### src/rtl/mc_sequencer.sv
// Multi-cycle control sequencer for the 3-bit-opcode processor.
// A single memory port is shared between instruction fetch and load/store through a
// memReq/memAck handshake. Each handshake is bounded by a wait counter, and running out
// of time sends the sequencer into a terminal error state.
// Optional feature macro: MC_SEQ_ILLEGAL_TRAP_EN. When it is defined, illegal opcodes
// enter a terminal TRAP state. When it is undefined, illegal opcodes execute as NOPs and
// trap is held at 0.
module mc_sequencer #(
  parameter int unsigned MEM_TIMEOUT = 15,
  parameter int unsigned CNT_W       = 8
) (
  input  logic       clk,
  input  logic       reset,
  input  logic       start,
  input  logic [2:0] op,
  input  logic       equal,
  input  logic       memAck,
  output logic       memReq,
  output logic       memWrite,
  output logic       iOrD,
  output logic       irWrite,
  output logic       pcWrite,
  output logic       pcBranch,
  output logic       regWrite,
  output logic       memToReg,
  output logic       addition,
  output logic       aluF,
  output logic       halted,
  output logic       timeout,
  output logic       trap,
  output logic [3:0] state
);

  // The encoding is visible on the debug state port, so each value is fixed explicitly.
  typedef enum logic [3:0] {
    StIdle   = 4'd0,
    StFetch  = 4'd1,
    StDecode = 4'd2,
    StExec   = 4'd3,
    StMem    = 4'd4,
    StWb     = 4'd5,
    StHalt   = 4'd6,
    StErr    = 4'd7,
    StTrap   = 4'd8
  } state_e;

  localparam logic [2:0] OpStore = 3'b000;
  localparam logic [2:0] OpLoad  = 3'b001;
  localparam logic [2:0] OpAdd   = 3'b010;
  localparam logic [2:0] OpBeq   = 3'b101;
  localparam logic [2:0] OpHalt  = 3'b111;

  // Last wait cycle that is still allowed. An ack arriving in this cycle still wins.
  localparam logic [CNT_W-1:0] CntLast = CNT_W'(MEM_TIMEOUT - 1);

  state_e             state_q, state_d;
  logic [CNT_W-1:0]   cnt_q, cnt_d;
  logic [2:0]         op_q, op_d;

  // State, wait counter and latched opcode. The reset is asynchronous, so an in-flight
  // request is dropped immediately.
  always_ff @(posedge clk or posedge reset) begin
    if (reset) begin
      state_q <= StIdle;
      cnt_q   <= '0;
      op_q    <= 3'b000;
    end else begin
      state_q <= state_d;
      cnt_q   <= cnt_d;
      op_q    <= op_d;
    end
  end

  // Next-state logic and strobes. Outputs are Moore on state, except for the ack/equal
  // qualified strobes.
  always_comb begin
    state_d  = state_q;
    // The counter falls back to 0 whenever it is not counting, so it is already clear
    // on every entry to FETCH or MEM.
    cnt_d    = '0;
    op_d     = op_q;
    memReq   = 1'b0;
    memWrite = 1'b0;
    iOrD     = 1'b0;
    irWrite  = 1'b0;
    pcWrite  = 1'b0;
    pcBranch = 1'b0;
    regWrite = 1'b0;
    memToReg = 1'b0;
    addition = 1'b0;
    aluF     = 1'b0;
    halted   = 1'b0;
    timeout  = 1'b0;
    trap     = 1'b0;

    case (state_q)
      StIdle: begin
        if (start) state_d = StFetch;
      end

      StFetch: begin
        memReq = 1'b1;
        if (memAck) begin
          irWrite = 1'b1;
          pcWrite = 1'b1;
          state_d = StDecode;
        end else if (cnt_q == CntLast) begin
          state_d = StErr;
        end else begin
          cnt_d = cnt_q + 1'b1;
        end
      end

      StDecode: begin
        op_d = op;
        case (op)
          OpStore, OpLoad: state_d = StMem;
          OpAdd, OpBeq:    state_d = StExec;
          OpHalt:          state_d = StHalt;
          default: begin
`ifdef MC_SEQ_ILLEGAL_TRAP_EN
            state_d = StTrap;
`else
            state_d = StFetch;
`endif
          end
        endcase
      end

      StExec: begin
        // Only add and beq can reach EXEC.
        if (op_q == OpAdd) begin
          addition = 1'b1;
          regWrite = 1'b1;
        end else begin
          aluF     = 1'b1;
          pcBranch = equal;
        end
        state_d = StFetch;
      end

      StMem: begin
        memReq   = 1'b1;
        iOrD     = 1'b1;
        // This comes from the latched opcode, so it holds steady for the whole request.
        memWrite = (op_q == OpStore);
        if (memAck) begin
          state_d = (op_q == OpStore) ? StFetch : StWb;
        end else if (cnt_q == CntLast) begin
          state_d = StErr;
        end else begin
          cnt_d = cnt_q + 1'b1;
        end
      end

      StWb: begin
        regWrite = 1'b1;
        memToReg = 1'b1;
        state_d  = StFetch;
      end

      StHalt: begin
        halted = 1'b1;
      end

      StErr: begin
        timeout = 1'b1;
      end

`ifdef MC_SEQ_ILLEGAL_TRAP_EN
      StTrap: begin
        trap = 1'b1;
      end
`endif

      default: begin
        state_d = StIdle;
      end
    endcase
  end

  assign state = state_q;

endmodule

### config.mk
export PLATFORM = sky130hd
export DESIGN_NAME = mc_sequencer
export DESIGN_NICKNAME = d
export VERILOG_FILES = /design/src/rtl/mc_sequencer.sv
export SDC_FILE = /design/constraint.sdc
export NUM_CORES = 1
export LEC_CHECK = 0
export ABC_AREA = 1
export BUFFER_PORTS_ARGS = -buffer_cell sky130_fd_sc_hd__buf_2
export CAP_MARGIN = 40
export CORE_MARGIN = 1.5
export CORE_UTILIZATION = 46
export DETAILED_ROUTE_END_ITERATION = 16
export PLACE_DENSITY = 0.79
export REMOVE_ABC_BUFFERS = 1
export SLEW_MARGIN = 0
export SYNTH_ARGS = -nofsm -noshare
export SYNTH_HDL_FRONTEND = slang
export SYNTH_SLANG_ARGS = --single-unit
### constraint.sdc
create_clock -name clk -period 1.2 [get_ports clk]
set_clock_uncertainty 0.1 [all_clocks]
set_input_delay 0.06 -clock clk [delete_from_list [all_inputs] [get_ports clk]]
set_output_delay 0.06 -clock clk [all_outputs]
set_load 0.005 [all_outputs]
Word level (Yosys, flattened, before mapping)
Index checks and enable logic that the tools add are counted.
- add/sub/neg operators: 1
- $mul: 0
- divide/modulo/power cells: 0
- order comparisons: 0
- equality and inequality tests: 14
- shift operators: 0
- muxes and demuxes: 25
- bitwise operators: 1
- reductions and logical operators: 9
- operators with widths (kind ; count):
    2-to-1 mux 8 bit ; 3
    one-hot mux 4 bit (6 select lines) ; 1
    equality test 4 x 3 -> 1 bit (second input constant) ; 4
    2-to-1 mux 4 bit ; 4
    2-to-1 mux 1 bit ; 14
    OR reduction 2 bit ; 5
    one-hot mux 3 bit (3 select lines) ; 1
    adder 8 x 1 -> 8 bit (second input constant) ; 1
    equality test 4 x 2 -> 1 bit (second input constant) ; 2
    equality test 8 x 4 -> 1 bit (second input constant) ; 1
    equality test 3 x 2 -> 1 bit (second input constant) ; 2
    equality test 3 bit (second input constant) ; 2
    zero test 3 bit ; 2
    equality test 4 x 1 -> 1 bit (second input constant) ; 1
    zero test 4 bit ; 1
    equality test 3 x 1 -> 1 bit (second input constant) ; 1
    2-to-1 mux 3 bit ; 1
    inequality test 2 bit (second input constant) ; 1
    one-hot mux 1 bit (2 select lines) ; 1
    AND reduction 2 bit ; 1
    inverter 1 bit ; 1
- register bits after elaboration: 15
- latch bits: 0
- memory bits (writable): 0
- memory bits (read-only): 0
- input port bits: 8
- output and inout bits: 17
- word-level logic and storage cells: 53
- memories: 0

Longest topological paths before layout
- depth after elaboration: 4
- mapped depth: 8
- gate-level depth less buffers: 8

Worst setup path after synthesis
Ideal clock, no wire load.
- path kind: reg2reg
- start: register state_q[0], in the netlist state[0]
- end: register state_q[0], in the netlist state[0]
- setup time: 0.065 ns
- data arrival time: 1.048 ns
- data required time: 1.035 ns
- setup slack: -0.013 ns
- stages on the path, launching flop included: 8
- clock period less this slack: 1.213 ns
- cells stage by stage: dfrtp_1 > nand2_1 > inv_1 > o21ai_0 > o21ai_0 > inv_1 > nand2_1 > nand2_1
- word-level cells in the longest chain between the ends: 4
- ends and longest elaborated chain (item ; line ; RTL):
    start: declaration ; 56 ; state_e state_q, state_d;
    start signal: assignment ; 64 ; state_q <= StIdle;
    start signal: assignment ; 68 ; state_q <= state_d;
    branches (longest 4 deep; another with one-hot mux 4 bit (6 select lines)) ; - ;
Several ways; the timed one is not identified.
A chain may end at the register's enable or synchronous reset.

Worst setup path in the final report
- start: register state_q[2], in the netlist state[2]
- end: output port memWrite
- word-level cells in the longest chain between the ends: 2
- ends and longest elaborated chain (item ; line ; RTL):
    equality test 4 x 3 -> 1 bit ; 96 ; case (state_q)
    2-to-1 mux 1 bit ; 96 ;
    end: declaration ; 19 ; output logic memWrite,
No other way between the ends.

==> key figures <==
Logic synthesis
  – Mapped Cells: 136
  – Synth cell types: 23
  – Post-synthesis sequential area ratio: 0.386
  – Synthesized flop and latch total: 15
  – Syn_area_per_cell: 7.15 sq um
  – Syn Std Cell Area: 972 sq um
  – Synth warn: 0

Floorplanning
  – Die width: 49.0 microns
  – Die Height: 49.0 microns
  – Die area: 2400 sq um
  – Row Count: 16
  – Ports: 25
  – Core Area: 1980 sq um
  – Initial Utilization: 0.491

Worst setup path
  – R2r setup slk: -0.27 ns
  – Required @ worst endpoint: 1.04 ns
  – Critical path capture point type: primary output
  – Worst Path Arrival: 1.37 ns
  – WS Path Type: register to primary output
  – Worst-path maximum fanout: 4
  – Register-to-Register Path Depth: 8
  – Crit path launch type: register

Placed design
  – Post-DP Area: 1210 sq um
  – IO buf count: 23
  – Hpwl dp: 1680 microns
  – Routability cong.: 0.896

Timing
  – Setup slack after layout: -0.329 ns
  – Final setup viols: 27
  – Fin. Hold Viols: 0
  – Fin crit share: 1.27
  – Worst slew pin tran: 0.606 ns
  – Final min period: 1.53 ns
  – Slew Viols, Final: 0
  – F_max: 654 MHz
  – Slew HR: 0.595
  – RSZ-0062 raised after global routing: true

Route
  – DR iter-0 viols: 37
  – DRC violations left: 0
  – Post-route ant nets: 0
  – Drt via density: 4.94
  – DR vias: 1067
  – Drt pass-1 iters: 4
  – Final wirelength: 2720 microns
  – Routed len/inst: 12.6 microns

Pwr
  – Leakage power: 0.803 nW
  – Pwr Total: 1.89 mW
  – PD cells: 1270 nW/um^2
  – Peak supply drop: 879 uV

Clock tree
  – CTS tree: yes
  – Clock root cell: clkbuf_4
  – Clk buf depth: 2
  – Total CTS buffers: 3
  – H-tree levels: 1
  – Reg clk slew, reported paths: 0.10 ns
  – Clock sink count: 15
  – Worst-Skew Late Latency: 0.28 ns

Final layout
  – Area grow syn2layout: 53.7%
  – # nets final: 200
  – Antenna Cells: 0
  – Layout cells sized above 1: 0.466
  – Final cell area excluding filler cells: 1490 sq um
  – Most common cell after layout, fill and taps aside: nand2_1
  – Most frequent cells in the layout: 28 x nand2_1, 20 x buf_2, 17 x inv_1, 14 x buf_4, 13 x nor2_1

Global routing
  – Vias in the first global route: 1065
  – Initial antenna violation count: 0
  – Largest net degree at the start of global routing: 16
  – First-pass GRT wire length: 4350 microns
  – Gr ovfl total: 0
  – All-Layer GR Usage: 0.231

Worst hold path
  – Min-delay worst type: input port to register
  – Hold Path Depth: 5

Run
  – Max cap viols: 0

Outcome
  – Status: finished with violations
  – Failing checks: setup timing
## per-stage QoR
| stage | hold slack (ns) | util | instances | TNS, ns | setup WS (ns) |
|---|---|---|---|---|---|
| after CTS | 0.0000460 | 0.714 | 215 | -5.29 | -0.306 |
| final | 0.0150 | 0.754 | 216 | -5.66 | -0.329 |
| after global routing | 0.0336 | 0.754 | 216 | -7.48 | -0.387 |
| after floorplan | -0.139 | - | 135 | -0.0133 | -0.0133 |
| after global placement | 0.0469 | 0.613 | 199 | -0.843 | -0.0829 |
| after detailed placement | 0.0574 | 0.613 | 199 | -1.30 | -0.116 |
## worst paths after layout
kind,from,endpoint
max,state[2],memWrite
min,start,state[0]
max reg2reg,state[3],state[0]
min reg2reg,op_q[1],op_q[1]
max in group asynchronous,reset,state[0]
min in group asynchronous,reset,op_q[1]
## cell usage after synthesis, drive strengths merged
cell type | instances | area share
dfrtp | 15 | 0.39
nand4 | 1 | 0.0064
nor3 | 7 | 0.057
and3 | 1 | 0.0064
nor2 | 25 | 0.11
buf | 2 | 0.015
o21ai | 8 | 0.041
nand3 | 11 | 0.070
conb | 1 | 0.0039
nand2 | 33 | 0.14
xnor2 | 1 | 0.0090
inv | 24 | 0.093
o21bai | 1 | 0.0077
a21oi | 3 | 0.015
xor2 | 1 | 0.0090
ha | 2 | 0.026
## kinds of logic after synthesis
group                    count (synthesis)  share of synthesized area
AO/OA/AOI/OAI                           12                     0.0644
XOR/XNOR                                 2                     0.0180
adder cells (fa/ha/maj)                  2                     0.0257
buffers and inverters                   26                      0.108
flip-flops                              15                      0.386
other                                    1                    0.00386
AND/OR/NAND/NOR                         78                      0.394
## registers in the layout, summed over array words and instances, names as in the netlist
signal,count
cnt_q,8
op_q,3
state,4
## layout make-up
class / instances / area, sq um
flip-flops and latches: 15 / 379
well taps: 27 / 33.8
clock buffers: 4 / 26.3
repair buffers: 50 / 379
inverters: 24 / 90.1
multi-input cells: 96 / 586
fillers: 130 / 488
## what timing repair did
action | in CTS | in global routing
hold buffers | 5 | 0
gates resized for setup | 26 | 25
pin swaps | 5 | 6
endpoints found under the hold margin | 19 | 0
buffers inserted | 7 | 2
setup endpoints to repair | 26 | 28
## power by group
part	total (mW)	internal [mW]	switching (mW)
Combinational	0.862	0.407	0.455
Clock	0.301	0.129	0.172
Sequential	0.731	0.598	0.133
Total	1.89	1.13	0.761
## routing by layer
metal  track usage  wire length [microns]  vias up
met5             0                      0        -
met4        0.0762                     34        0
met3        0.0675                    111        6
met2         0.393                   1420       32
met1         0.279                   1160      502
li1              -                      -      527
## worst max-delay path, stage by stage, from the launching register on
cell	delay (ns)
dfrtp_1	0.43
inv_2	0.07
nor2_4	0.16
nand2_4	0.09
buf_6	0.12
nor2_2	0.09
buf_2	0.13
(Power assumes the default switching activity.)
